`src/rtl/int_widen_pkg.sv`:
```
// Shared types and constants for the narrow-integer burst accumulator.
package int_widen_pkg;

  localparam int unsigned ACC_W = 32;
  localparam int unsigned CNT_W = 8;

  typedef enum logic [1:0] {
    IK_BYTE,
    IK_BYTE_U,
    IK_SHORT,
    IK_SHORT_U
  } int_kind_e;

  typedef enum logic {
    ST_ACC,
    ST_EMIT
  } state_e;

endpackage

```
`src/rtl/int_widen.sv`:
```
// Combinational widening of an 8/16-bit sample to 32 bits by kind.
module int_widen
  import int_widen_pkg::*;
(
  input  int_kind_e          kind,
  input  logic [15:0]        d,
  output logic [ACC_W-1:0]   ext
);

  // Sign- or zero-extend according to kind; byte kinds ignore d[15:8].
  always_comb begin
    ext = '0;
    unique case (kind)
      IK_BYTE:    ext = {{24{d[7]}}, d[7:0]};
      IK_BYTE_U:  ext = {24'b0, d[7:0]};
      IK_SHORT:   ext = {{16{d[15]}}, d};
      IK_SHORT_U: ext = {16'b0, d};
      default:    ext = '0;
    endcase
  end

endmodule

```
`src/rtl/int_widen_acc.sv`:
```
// Burst accumulator: widens narrow samples, sums BURST of them (or fewer on
// flush) and presents the total on a valid/ready output.
module int_widen_acc
  import int_widen_pkg::*;
#(
  parameter int unsigned BURST = 4
) (
  input  logic              clk,
  input  logic              rst_n,
  input  logic              in_valid,
  output logic              in_ready,
  input  logic [1:0]        in_kind,
  input  logic [15:0]       in_data,
  input  logic              flush,
  output logic              out_valid,
  input  logic              out_ready,
  output logic [ACC_W-1:0]  out_sum,
  output logic [CNT_W-1:0]  out_count
);

  state_e             state_q, state_d;
  logic [ACC_W-1:0]   acc_q, acc_d;
  logic [CNT_W-1:0]   cnt_q, cnt_d;
  logic [ACC_W-1:0]   out_sum_q, out_sum_d;
  logic [CNT_W-1:0]   out_count_q, out_count_d;

  logic [ACC_W-1:0]   ext;
  logic [ACC_W-1:0]   acc_plus;
  logic [CNT_W-1:0]   cnt_plus;
  logic               accept;
  logic               burst_done;

  int_widen u_widen (
    .kind (int_kind_e'(in_kind)),
    .d    (in_data),
    .ext  (ext)
  );

  // Handshake outputs come straight from the state register.
  assign in_ready   = (state_q == ST_ACC);
  assign out_valid  = (state_q == ST_EMIT);
  assign out_sum    = out_sum_q;
  assign out_count  = out_count_q;

  assign accept     = in_valid & in_ready;
  assign acc_plus   = acc_q + ext;
  assign cnt_plus   = cnt_q + 8'd1;
  assign burst_done = (cnt_q == CNT_W'(BURST - 1));

  // Next-state: accumulate, close a burst on count or flush, hold while emitting.
  always_comb begin
    state_d     = state_q;
    acc_d       = acc_q;
    cnt_d       = cnt_q;
    out_sum_d   = out_sum_q;
    out_count_d = out_count_q;
    unique case (state_q)
      ST_ACC: begin
        if (accept) begin
          // A flush coinciding with the burst-completing accept is the same emit.
          if (burst_done || flush) begin
            out_sum_d   = acc_plus;
            out_count_d = cnt_plus;
            acc_d       = '0;
            cnt_d       = '0;
            state_d     = ST_EMIT;
          end else begin
            acc_d = acc_plus;
            cnt_d = cnt_plus;
          end
        end else if (flush && (cnt_q != '0)) begin
          out_sum_d   = acc_q;
          out_count_d = cnt_q;
          acc_d       = '0;
          cnt_d       = '0;
          state_d     = ST_EMIT;
        end
      end
      ST_EMIT: begin
        if (out_ready) begin
          state_d = ST_ACC;
        end
      end
      default: state_d = ST_ACC;
    endcase
  end

  // State and datapath registers with synchronous active-low reset.
  always_ff @(posedge clk) begin
    if (!rst_n) begin
      state_q     <= ST_ACC;
      acc_q       <= '0;
      cnt_q       <= '0;
      out_sum_q   <= '0;
      out_count_q <= '0;
    end else begin
      state_q     <= state_d;
      acc_q       <= acc_d;
      cnt_q       <= cnt_d;
      out_sum_q   <= out_sum_d;
      out_count_q <= out_count_d;
    end
  end

endmodule

```
`config.mk`:
```
export PLATFORM = sky130hd
export DESIGN_NAME = int_widen_acc
export DESIGN_NICKNAME = d
export VERILOG_FILES = /design/src/rtl/int_widen_pkg.sv /design/src/rtl/int_widen.sv /design/src/rtl/int_widen_acc.sv
export SDC_FILE = /design/constraint.sdc
export NUM_CORES = 1
export LEC_CHECK = 0
export CAP_MARGIN = 15
export CORE_MARGIN = 1
export CORE_UTILIZATION = 51
export DETAILED_ROUTE_END_ITERATION = 7
export PLACE_DENSITY = 0.73
export SYNTH_ARGS = -nofsm -noshare
export SYNTH_HDL_FRONTEND = slang
export SYNTH_SLANG_ARGS = --single-unit
export TNS_END_PERCENT = 10
```
`constraint.sdc`:
```
create_clock -name clk -period 3.93 [get_ports clk]
set_clock_uncertainty 0.05 [all_clocks]
set_input_delay 0.393 -clock clk [delete_from_list [all_inputs] [get_ports clk]]
set_output_delay 0.393 -clock clk [all_outputs]
set_load 0.03 [all_outputs]
```
==> metrics.csv, run 1 <==
metric,value,unit
cts hold-fix bufs,0,
core area,9860,um2
fin crit period,3.48,ns
yosys warns,0,
final wirelength,13.1,mm
PortBufs,64,
Worst-Margin Slew,0.736,ns
total CTS buffers,9,
largest net degree at the start of global routing,36,
post-cts sizing count,0,
Pleak,2.74,nW
unique cell type count in the Yosys netlist,60,
Yosys reg bits,81,
WL per Instance,15.6,um
initial antenna violation count,0,
syn nets,702,
Syn Area/Cell,8.16,um2
Root Driver,clkbuf_8,
die height,103,um
remaining antenna violation count,0,
Skew-Pair Late Insertion Delay,0.36,ns
crit path launch type,input pin,
final layout net count,760,
CTS Sinks,81,
Pwr Density,345,nW/um2
Hold Path Class,in -> reg,
crit-path max FO,4,
final non-filler cell total,839,
placed insts,823,
required time of the critical path,4.16,ns
via-per-instance ratio,5.84,
num ports,65,
status,"finished, final reports clean",
register share of total power,42.6,%
vias in the first global route,4544,
max frequency,0.287,GHz
DPL Wire Length,9.75,mm
routed vias,4896,
Rel. slew slack,50.8,%
fillers,875,
Critical Setup Path Class,in -> reg,
Tot GR Track Use,25.7,%
final setup violation count,0,
# Max-Cap Violations,0,
First DRT Iteration DRCs,182,
die width,103,um
CTS tree,yes,
Max Root-Sink Buffers,2,
Post-Route Setup TNS,0,ns
Fin. Hold Viols,0,
total gr overflow,0,
Area growth syn-to-layout,19.5,%
Final period util,88.6,%
RSZ-0062 raised after global routing,no,
Post-Synthesis Cells,643,
Net Sw Frac,34.3,%
# diodes,0,
H-tree levels,3,
Sw Pwr,0.741,mW
"Seq/Total Area, Yosys",30.9,%
first-pass GRT wire length,21.5,mm
Mapped Area,5240,um2
clock-pin slew on the worst setup and hold paths,0.09,ns
RePlAce Congestion,0.899,
Synth Flop Type,dfxtp_1,
full die area,10700,um2
postcts setup bufs,0,
drt pass-1 iters,5,
DRC violations left,0,
layout cells sized above 1,7.65,%
Initial Util,53.2,%
internal cell power,1.42,mW
Worst VDD drop,0.248,mV
critical path endpoint category,flop,
Comb power frac,30.1,%
number of flops mapped to enable cells by yosys,0,
Final Slew Violations,0,
Clock power frac,27.3,%
crit path DAT,3.71,ns
post-synthesis async set-or-reset flop share,0,%
Core Rows,36,
==> worst max-delay path, stage by stage <==
cell and delay [ns]:
clkdlybuf4s50_1 0.44, nand2b_1 0.19, nor2_1 0.22, buf_4 0.18, a21o_1 0.09, ha_1 0.26, a21oi_1 0.18, o21ai_1 0.13
a311o_1 0.33, a2111oi_4 0.37, a21oi_1 0.11, a21o_1 0.19, or4_1 0.46, a31oi_1 0.16
==> synth_stat cells (2+ instances only) <==
master	instances	share of area, %
nand3_1	18	1.7
a31oi_4	2	0.81
buf_2	3	0.29
o21bai_1	2	0.29
a31oi_1	19	2.3
a21boi_1	2	0.29
a221oi_1	2	0.33
o21ai_1	8	0.76
nor2_2	2	0.24
nand2b_1	2	0.24
o211ai_1	10	1.4
xnor2_1	20	3.3
and3_1	9	1.1
ha_1	35	8.4
nor2b_1	32	3.8
nor3b_1	2	0.29
or4_1	2	0.29
nor3_1	6	0.57
nand2_1	91	6.5
clkbuf_1	34	2.4
and2_1	13	1.6
a21oi_1	39	3.7
xor2_1	16	2.7
o211a_1	20	3.8
mux2i_1	4	0.76
nand4_1	4	0.48
a2bb2oi_1	11	1.8
a21o_1	25	3.6
dfxtp_1	81	31
o21ai_0	43	4.1
a22oi_1	11	1.6
o21a_1	5	0.72
nor2_1	35	2.5
inv_1	9	0.64
==> final cells by class <==
class / instances / area (um2) / area share (%)
repair buffers: 86 / 813 / 13.0
clock inverters: 4 / 33.8 / 0.539
flip-flops and latches: 81 / 1620 / 25.9
clock buffers: 12 / 155 / 2.48
well taps: 133 / 166 / 2.66
inverters: 9 / 33.8 / 0.539
multi-input cells: 514 / 3440 / 54.9
==> cell families after synthesis <==
kind of cell               Yosys count  share of synthesized area [%]
and+or+nand+nor                    219                           19.7
xor gates and xnor gates            36                           6.01
muxes                                4                          0.764
AOI/OAI and AO/OA                  219                           30.2
buffers and inverters               48                           3.65
adders and majority gates           36                           8.73
DFF                                 81                           30.9
==> stage by stage <==
step / hold slack, ns / instance area (um2) / worst slack [ns] / util, % / power, mW
after floorplan: 0.407 / 5240 / 0.141 / - / 1.37
after global placement: 0.428 / 6080 / 0.195 / 61.6 / 1.58
after detailed placement: 0.436 / 6080 / 0.133 / 61.6 / 1.59
after CTS: 0.424 / 6260 / 0.484 / 63.5 / 2.18
after global routing: 0.455 / 6260 / 0.160 / 63.5 / 2.28
final: 0.422 / 6260 / 0.449 / 63.5 / 2.16
==> flip-flops by register name, indices dropped and copies added, names as in the netlist <==
name,flops
acc_q,32
cnt_q,8
out_count,8
out_sum,32
out_valid,1
==> cells in the final DEF, fill, tap and decap left out, types with 5 or more instances in the layout <==
cell | Yosys | routed
nand3_1 | 18 | 18
a21o_1 | 25 | 25
dfxtp_1 | 81 | 81
and3_1 | 9 | 9
nor3_1 | 6 | 6
o211ai_1 | 10 | 10
and2_1 | 13 | 13
clkdlybuf4s50_1 | 0 | 63
o21ai_1 | 8 | 8
inv_1 | 9 | 9
o211a_1 | 20 | 20
xnor2_1 | 20 | 20
xor2_1 | 16 | 16
o21a_1 | 5 | 5
a21oi_1 | 39 | 39
clkbuf_8 | 0 | 11
a2bb2oi_1 | 11 | 11
nand2_1 | 91 | 91
nor2_1 | 35 | 34
nor2b_1 | 32 | 31
o21ai_0 | 43 | 43
ha_1 | 35 | 35
buf_4 | 0 | 21
a31oi_1 | 19 | 19
a22oi_1 | 11 | 11
==> per-layer routing <==
metal  wire length, um  up-vias  GRT usage, %  part of all wire, %
li1                  -     2433             -                    -
met1              5960     2304          33.7                   46
met2              6270      137          43.7                   48
met3               633       22          3.56                  4.8
met4               227        0          8.13                  1.7
met5                 0        -             0                    0
==> power groups by stage <==
| stage | combinational (mW) | clock, mW | sequential, mW |
|---|---|---|---|
| 3_5_place_dp | 0.647 | 0 | 0.941 |
| 6_report | 0.650 | 0.589 | 0.921 |
| 5_1_grt | 0.713 | 0.632 | 0.930 |
| 4_1_cts | 0.651 | 0.605 | 0.922 |
| 2_1_floorplan | 0.342 | 0 | 1.02 |
| 3_3_place_gp | 0.639 | 0 | 0.939 |
==> final timing paths <==
| check | startpoint | slack, ns | end | cells past startpoint |
|---|---|---|---|---|
| worst min register to register | acc_q[30] | 0.45 | acc_q[30] | 2 |
| worst max register to register | acc_q[0] | 0.81 | out_sum[26] | 11 |
| worst min-delay path | rst_n | 0.42 | out_count[1] | 2 |
| worst max-delay path | in_kind[1] | 0.45 | out_sum[31] | 14 |
Note: power is estimated with default switching activity, not from simulation.
==> run 2, diff against run 1 <==
GPL_TIMING_DRIVEN = 0   (was unset)
==> run 2 against run 1 <==
Against the previous run: wire length up 17%; total power up 4.2%; design area about the same; core utilization down 0.063 points; highest routed layer unchanged; first-iteration DRC count up 43%; clock power up 12%.
==> metrics.csv, run 2 (synthesis results as in run 1) <==
metric,value,unit,change
# Max-Cap Violations,0,,unchanged
initial antenna violation count,0,,unchanged
core area,9860,um2,unchanged
Area growth syn-to-layout,19.4,%,about the same
Comb power frac,29.7,%,-0.4 points
Initial Util,53.2,%,unchanged
final layout net count,775,,+2.0%
Register-to-Register Path Depth,11,,unchanged
multi-input logic area,3450,um2,+0.29%
CTS tree,yes,,
H-tree levels,3,,unchanged
required time of the critical path,4.11,ns,-0.05 ns
Clock power frac,29.2,%,+1.9 points
Final period util,95.8,%,+7.2 points
Worst-Margin Slew,0.683,ns,-0.0532 ns
remaining antenna violation count,0,,unchanged
full die area,10700,um2,unchanged
final setup violation count,0,,unchanged
max frequency,0.266,GHz,-7.5%
drt pass-1 iters,5,,unchanged
status,"finished, final reports clean",,
Hold Path Class,in -> reg,,
most frequent cells in the layout,"nand2_1, dfxtp_1, clkdlybuf4s50_1, o21ai_0, a21oi_1",,
clock-pin slew on the worst setup and hold paths,0.08,ns,about the same
layout cells sized above 1,4.85,%,-2.8 points
Critical Setup Path Class,in -> reg,,
Final Slew Violations,0,,unchanged
die width,103,um,unchanged
Fin. Hold Viols,0,,unchanged
crit path DAT,3.94,ns,+0.23 ns
largest net degree at the start of global routing,19,,-47%
Worst VDD drop,0.251,mV,+1.0%
# diodes,0,,unchanged
Hold Crit Endpoint,out_sum[28],,
pre-CTS setup slack,-0.421,ns,-0.554 ns
Pleak,2.70,nW,-1.7%
CTS Sinks,81,,unchanged
final wirelength,15.3,mm,+17%
total CTS buffers,9,,unchanged
RePlAce Congestion,0.877,,-2.5%
crit path launch type,input pin,,
fin crit period,3.76,ns,+0.284 ns
RSZ-0062 raised after global routing,yes,,
via-per-instance ratio,6.02,,+3.2%
Hold Slack,0.422,ns,+0.000376 ns
register share of total power,41.1,%,-1.5 points
final worst setup slack,0.165,ns,-0.284 ns
routed vias,5144,,+5.1%
Rel. slew slack,54.5,%,+3.7 points
Sw Pwr,0.766,mW,+3.3%
Max Root-Sink Buffers,2,,unchanged
internal cell power,1.49,mW,+4.6%
DPL Wire Length,11.5,mm,+18%
hold path start,rst_n,,
Tot GR Track Use,30.1,%,+4.4 points
First DRT Iteration DRCs,261,,+43%
critical path endpoint category,flop,,
first-pass GRT wire length,24.4,mm,+13%
Root Driver,clkbuf_8,,
Pwr Density,360,nW/um2,+4.3%
RR Endpoint,out_sum[26],,
fillers,909,,+3.9%
crit-path max FO,7,,+3
"commonest non-fill, non-tap cell in the layout",nand2_1,,
DRC violations left,0,,unchanged
Net Sw Frac,34.0,%,-0.28 points
WL per Instance,17.9,um,+15%
num ports,65,,unchanged
vias in the first global route,4906,,+8.0%
Skew-Pair Late Insertion Delay,0.38,ns,+0.02 ns
Hold Path Stages,3,,+1
PortBufs,62,,-3.1%
Reg2Reg Setup Slack,0.67,ns,-0.14 ns
total gr overflow,0,,unchanged
Core Rows,36,,unchanged
Register Area,1620,um2,unchanged
FF-to-FF Start,acc_q[0],,
cts hold-fix bufs,0,,unchanged
die height,103,um,unchanged
## run 2: cell count changes in the layout (fill, tap and decap cells not counted), sizes merged
cell           before  now
bufinv              0    1
buf                23    5
clkinvlp            1    0
clkbuf             12   48
clkdlybuf4s50      63   62
inv                12    9
clkinv              0    1
## run 2: final cells by class
type | count | share of cell area (%)
multi-input combinational | 514 | 55.1
timing repair buffer | 62 | 9.92
sequential | 81 | 25.9
inverter | 9 | 0.540
buffer | 39 | 2.52
clock inverter | 2 | 0.560
clock buffer | 14 | 2.76
tap | 133 | 2.66
## run 2: repair_timing
item | 4_1_cts | 5_1_grt
pin swaps | 0 | 0
setup endpoints to repair | 2 | 9
buffers inserted | 0 | 0
resized for setup | 1 | 2
## run 2: power groups by stage
| stage | Combinational, mW | Clock [mW] | Sequential, mW |
|---|---|---|---|
| floorplan | 0.342 | 0 | 1.02 |
| global placement | 0.647 | 0 | 0.941 |
| detailed placement | 0.659 | 0 | 0.943 |
| CTS | 0.664 | 0.657 | 0.924 |
| global route | 0.725 | 0.691 | 0.931 |
| finish | 0.668 | 0.657 | 0.926 |
## run 2: worst max path at each step
stage	start	endpoint	slack (ns)
2_1_floorplan	in_kind[1]	out_sum[31]	0.14
3_3_place_gp	in_data[7]	out_sum[31]	-0.91
3_5_place_dp	in_data[7]	out_sum[31]	-0.42
4_1_cts	in_data[7]	out_sum[26]	0.08
5_1_grt	in_data[7]	acc_q[22]	-0.03
6_report	in_data[7]	out_sum[26]	0.17
## run 2: per-stage QoR
step           utilization, %  TNS (ns)  instance area, um2  std cells  total power, mW
2_1_floorplan               -         0                5240        643             1.37
3_5_place_dp             61.2     -2.38                6030        838             1.60
6_report                 63.4         0                6260        854             2.25
4_1_cts                  63.4         0                6250        854             2.24
5_1_grt                  63.4   -0.0416                6260        854             2.35
3_3_place_gp             61.1    -11.48                6030        838             1.59
## run 2: worst max-delay path, stage by stage
cell             delay (ns)
clkdlybuf4s50_1        0.53
nand2b_1               0.15
nor2_2                 0.33
a21o_1                 0.14
ha_1                   0.30
a21oi_1                0.33
nor3b_1                0.29
a21oi_2                0.14
o2bb2ai_2              0.20
a311oi_4               0.43
o21ai_4                0.13
a31oi_4                0.25
mux2i_1                0.23
a31oi_1                0.10
## run 2: per-layer routing
metal	GRT usage (%)	share of wire, %
met1	36.9	42
met5	0	0
met2	50.9	49
met4	12.2	2.9
met3	6.85	6.5
==> patch 1, RTL diff (settings of run 1) <==
Make the reset (`rst_n`) asynchronous in one clocked block. Comments in the files are not updated.
--- a/src/rtl/int_widen_acc.sv
+++ b/src/rtl/int_widen_acc.sv
@@ -87,5 +87,5 @@
 
   // State and datapath registers with synchronous active-low reset.
-  always_ff @(posedge clk) begin
+  always_ff @(posedge clk or negedge rst_n) begin
     if (!rst_n) begin
       state_q     <= ST_ACC;
Behaviour: differs if rst_n is asserted again (counterexample within 4 cycles, from zero or initial values and one cycle with rst_n low); with rst_n held inactive, the same outputs for 4 cycles.
==> patch 1 against run 1 <==
Global-route usage shrank 0.49 points; sequential cell count stayed put; area after synthesis decreased by 2.2%; setup slack better by 0.017 ns; register-to-register slack improved by 0.07 ns; final area shrank 1.2%; wire length is 7.2% lower.
Power is not compared: it rests on default switching activity, and its combinational part moved more than twofold at a synthesized area within 25%.
==> patch 1: results (changes against run 1) <==
RESULT_OF_THE_RUN='finished, final reports clean'  # unchanged
GR-USAGE-ALL-LAYERS_PCT=25.3  # was 25.7%
POST_SYNTHESIS_SHARE_OF_CELL_AREA_SPENT_ON_XOR_AND_XNOR_GATES_PCT=6.32  # was 6.01%
SYNTH.YOSYS.SEQ_AREA_SHARE_PCT=39.5  # was 30.9%
SYNTH_AREA_PER_CELL_UM2=8.83  # was 8.16 um^2
SYN-NUM-NETS=640  # was 702
MET1_LAYER_USAGE_REPORTED_BY_GLOBAL_ROUTE_PCT=33.0  # was 33.7%
FIRST_GLOBAL_VIAS=4443  # was 4544
SYNTHARSTFLOPSHARE_PCT=100  # was 0%
CP_SLOWEST_STAGE_DELAY_NS=0.48  # was 0.46 ns
SHARE_OF_THE_SYNTHESIZED_AREA_IN_COMPOUND_GATES_AO_OA_AOI_OAI_PCT=23.8  # was 30.2%
ROUTED_VIA_DENSITY=5.76  # was 5.84
MUXSHAREOFSYNTHAREA_PCT=0.586  # was 0.764%
DP_CELLS=762  # was 823
GRT_PASS1_WL_UM=20700  # was 21500 um
CRITICAL_PATH.MAX_FANOUT=20  # was 4
GLOBALROUTEMET2UTIL_PCT=43.2  # was 43.7%
TIMING.CRITICAL_PATH.SLOWEST_STAGE_CELL='sky130_fd_sc_hd__clkdlybuf4s50_1'  # was sky130_fd_sc_hd__or4_1
MAX_FREQ_MHz=289  # was 287 MHz
NUMBER_OF_STANDARD_CELLS_IN_THE_LAYOUT_TAPS_IN_AND_FILLERS_OUT=778  # was 839
PIN_COUNT_OF_THE_BIGGEST_NET_ENTERING_GLOBAL_ROUTING=82  # was 36
R2R_SLACK_NS=0.88  # was 0.81 ns
TOP_AREA_CELLS_IN_THE_SYNTHESIZED_NETLIST='sky130_fd_sc_hd__dfrtp_1 (40%), sky130_fd_sc_hd__ha_1 (8.5%), sky130_fd_sc_hd__nand2_1 (7.2%)'  # was sky130_fd_sc_hd__dfxtp_1 (31%), sky130_fd_sc_hd__ha_1 (8.4%), sky130_fd_sc_hd__nand2_1 (6.5%)
DESIGN.FINAL.NETS=699  # was 760
DPL_WORST_SLACK_NS=0.138  # was 0.133 ns
ROUTED_WL_UM=12200  # was 13100 um
DRT_FIRST_PASS_ITERS=4  # was 5
WORST_MARGIN_SLEW_NS=1.03  # was 0.736 ns
DRT-INITIAL-DRC-COUNT=191  # was 182
FRACTION_OF_LAYOUT_CELLS_WITH_A_SIZE_SUFFIX_ABOVE_1_PCT=7.29  # was 7.65%
CP.ARRIVAL_NS=3.63  # was 3.71 ns
GR-USAGE-MET3_PCT=2.80  # was 3.56%
SYNTH-ADDER-AREA-SHARE_PCT=8.93  # was 8.73%
DP_HPWL_UM=8400  # was 9750 um
SYNTH.LIB_CELLS_USED.DISTINCT=56  # was 60
[patch 1: cell types whose count changed after synthesis, sizes merged, moves of 12 or more]
cell / change
a21o: -12
a22o: +20
dfrtp: +81
dfxtp: -81
nor2b: -28
o211a: -20
[patch 1: cells by family after synthesis]
kind of cell,Yosys count
flip-flops,81
AND/OR/NAND/NOR,209
multiplexers,3
adder cells (fa/ha/maj),36
AO/OA/AOI/OAI,178
buffers and inverters,37
XOR/XNOR,37
[patch 1: where the power goes]
part	switching [mW]	leakage [nW]	total, mW	internal [mW]
logic	1.47	1.61	2.47	0.997
registers	0.230	1.05	1.38	1.15
clock network	0.341	0.122	0.771	0.430
[patch 1: area by class of cell]
class,instances,area (um^2)
Multi-Input combinational cell,463,2970
Clock inverter,7,126
Tap cell,133,166
Inverter,8,30.0
Timing Repair Buffer,77,748
Clock buffer,9,124
Sequential cell,81,2030
Fill cell,865,3580
[patch 1: final timing paths]
kind	start	to	depth (start not counted)
setup / recovery	in_kind[1]	out_sum[31]	14
setup reg to reg	acc_q[0]	out_sum[30]	11
hold reg to reg	out_count[7]	out_count[7]	2
min in group clk	out_count[7]	out_count[7]	2
max in group asynchronous	rst_n	out_sum[17]	1
hold / removal	rst_n	out_sum[6]	1
[patch 1: through the flow]
stage | util, % | total power [mW] | area, um^2 | hold slack [ns]
finish | 63.3 | 4.62 | 6190 | 0.123
floorplan | - | 3.05 | 5130 | 0.0474
CTS | 63.3 | 4.64 | 6190 | 0.204
global route | 63.3 | 4.95 | 6190 | 0.255
detailed placement | 60.8 | 3.85 | 5940 | 0.419
global placement | 60.8 | 3.80 | 5940 | 0.411
[patch 1: layer usage]
metal  up-vias  wire length [um]
met4         0               163
met5         -                 0
li1       2202                 -
met3        13               408
met2        93              5890
met1      2177              5690
==> patch 2, RTL diff (settings of run 1) <==
Made on the original files. `CNT_W`: 8 -> 9.
--- a/src/rtl/int_widen_pkg.sv
+++ b/src/rtl/int_widen_pkg.sv
@@ -3,5 +3,5 @@
 
   localparam int unsigned ACC_W = 32;
-  localparam int unsigned CNT_W = 8;
+  localparam int unsigned CNT_W = 9;
 
   typedef enum logic [1:0] {
Interface: changed (resized out_count); port bits go from 65 to 66. No check against the original RTL was run, so the function may have changed too.
==> patch 2 against run 1 <==
Via count up 5.7%; sequential cell count grew 2; area after synthesis is 0.55% higher; setup slack got worse by 0.15 ns; non-clock buffer count unchanged; total power up 6.0%; final area rose by 0.62%; wire length up 11%.
==> patch 2: results (changes against run 1) <==
TOP_AREA_CELLS_IN_THE_SYNTHESIZED_NETLIST='sky130_fd_sc_hd__dfxtp_1 (32%), sky130_fd_sc_hd__ha_1 (8.3%), sky130_fd_sc_hd__nand2_1 (5.7%)'  # was sky130_fd_sc_hd__dfxtp_1 (31%), sky130_fd_sc_hd__ha_1 (8.4%), sky130_fd_sc_hd__nand2_1 (6.5%)
NFILLCELLS=876  # was 875
SYNTH.YOSYS.SEQ_AREA_SHARE_PCT=31.5  # was 30.9%
ROUTED_VIA_DENSITY=5.99  # was 5.84
FRACTION_OF_LAYOUT_CELLS_WITH_A_SIZE_SUFFIX_ABOVE_1_PCT=6.98  # was 7.65%
TIMING.CRITICAL_PATH.SLOWEST_STAGE_CELL='sky130_fd_sc_hd__clkdlybuf4s50_1'  # was sky130_fd_sc_hd__or4_1
SYN-NUM-NETS=730  # was 702
GP_CONGESTION=0.916  # was 0.899
PEAK_IR_DROP_ON_THE_VDD_NETWORK_mV=0.166  # was 0.248 mV
PLACED_AREA_MM2=0.00609  # was 0.00608 mm^2
SLEW_HEADROOM_PCT=44.5  # was 50.8%
DETAIL_ROUTE.WL_PER_CELL_UM=16.9  # was 15.6 um
RESULT_OF_THE_RUN='finished, final reports clean'  # unchanged
DRT-INITIAL-DRC-COUNT=200  # was 182
POWER_LEAKAGE_nW=2.49  # was 2.74 nW
CP.ARRIVAL_NS=3.86  # was 3.71 ns
HOLD_PATH_CLASS='flip-flop to flip-flop'  # was input port to flip-flop
GRT_PASS1_WL_UM=23700  # was 21500 um
DP_HPWL_UM=10400  # was 9750 um
FIRST_GLOBAL_VIAS=4835  # was 4544
POST_SYNTH_MOST_FREQUENT_CELLS='sky130_fd_sc_hd__dfxtp_1 (83), sky130_fd_sc_hd__nand2_1 (80), sky130_fd_sc_hd__nor2_1 (71), sky130_fd_sc_hd__a21oi_1 (54), sky130_fd_sc_hd__o21ai_0 (42)'  # was sky130_fd_sc_hd__nand2_1 (91), sky130_fd_sc_hd__dfxtp_1 (81), sky130_fd_sc_hd__o21ai_0 (43), sky130_fd_sc_hd__a21oi_1 (39)
DPL_WORST_SLACK_NS=-0.0139  # was 0.133 ns
PIN_COUNT_OF_THE_BIGGEST_NET_ENTERING_GLOBAL_ROUTING=48  # was 36
GR-USAGE-ALL-LAYERS_PCT=27.1  # was 25.7%
PLACEMENT.IO_BUFFERS=65  # was 64
FINALCOREUTILIZATION_PCT=63.6  # was 63.5%
patch 2: cell count changes in the layout (fill, tap and decap cells not counted), sizes merged, moves of 7 or more:
cell,delta
a311oi,+9
nand3,+9
nor2,+35
and2,-8
a211oi,+10
nand3b,+7
nand2,-11
a31oi,-7
nor2b,-28
a21oi,+15
o211a,-20
a21o,-8
patch 2: critical path, delay by kind of cell:
family / cells / cell delay (ns)
adder cells (fa/ha/maj): 1 / 0.26
AND/OR/NAND/NOR: 4 / 1.17
AO/OA/AOI/OAI: 7 / 1.42
XOR/XNOR: 1 / 0.16
buffers and inverters: 1 / 0.45
patch 2: metal layers:
metal	GRT usage, %	wire [um]	vias to the layer above
met2	44.9	6730	144
li1	-	-	2552
met5	0	0	-
met1	35.8	6920	2457
met3	3.71	606	23
met4	10.0	302	0
patch 2: worst paths after layout:
kind,depth (start not counted),slack [ns],startpoint,endpoint
worst min-delay path,2,0.43,out_sum[25],out_sum[25]
worst min register to register,2,0.43,out_sum[25],out_sum[25]
worst max register to register,11,0.74,acc_q[0],out_sum[16]
worst max-delay path,14,0.30,in_kind[1],out_sum[31]
patch 2: kinds of logic (layout without fill, tap and decap cells):
family	after synthesis	in the layout	synth area share, %
AND/OR/NAND/NOR	238	238	20.5
AO/OA/AOI/OAI	220	220	28.4
flip-flops	83	83	31.5
buffers and inverters	54	114	4.25
XOR/XNOR	38	38	6.31
adder cells (fa/ha/maj)	36	36	8.69
multiplexers	2	2	0.403
patch 2: power by group:
| part | internal [mW] | switching, mW |
|---|---|---|
| Clock | 0.358 | 0.334 |
| Combinational | 0.258 | 0.401 |
| Sequential | 0.901 | 0.0371 |
| Total | 1.52 | 0.772 |
patch 2: layout make-up:
class | count | area share (%)
repair buffers | 86 | 13.0
multi-input cells | 534 | 53.9
inverters | 12 | 0.715
clock inverters | 7 | 1.45
well taps | 133 | 2.64
clock buffers | 9 | 1.97
flip-flops and latches | 83 | 26.4
patch 2: through the flow:
step                instances  total power, mW
floorplan                 671             1.39
global placement          848             1.60
detailed placement        848             1.61
CTS                       864             2.29
global route              864             2.39
finish                    864             2.29
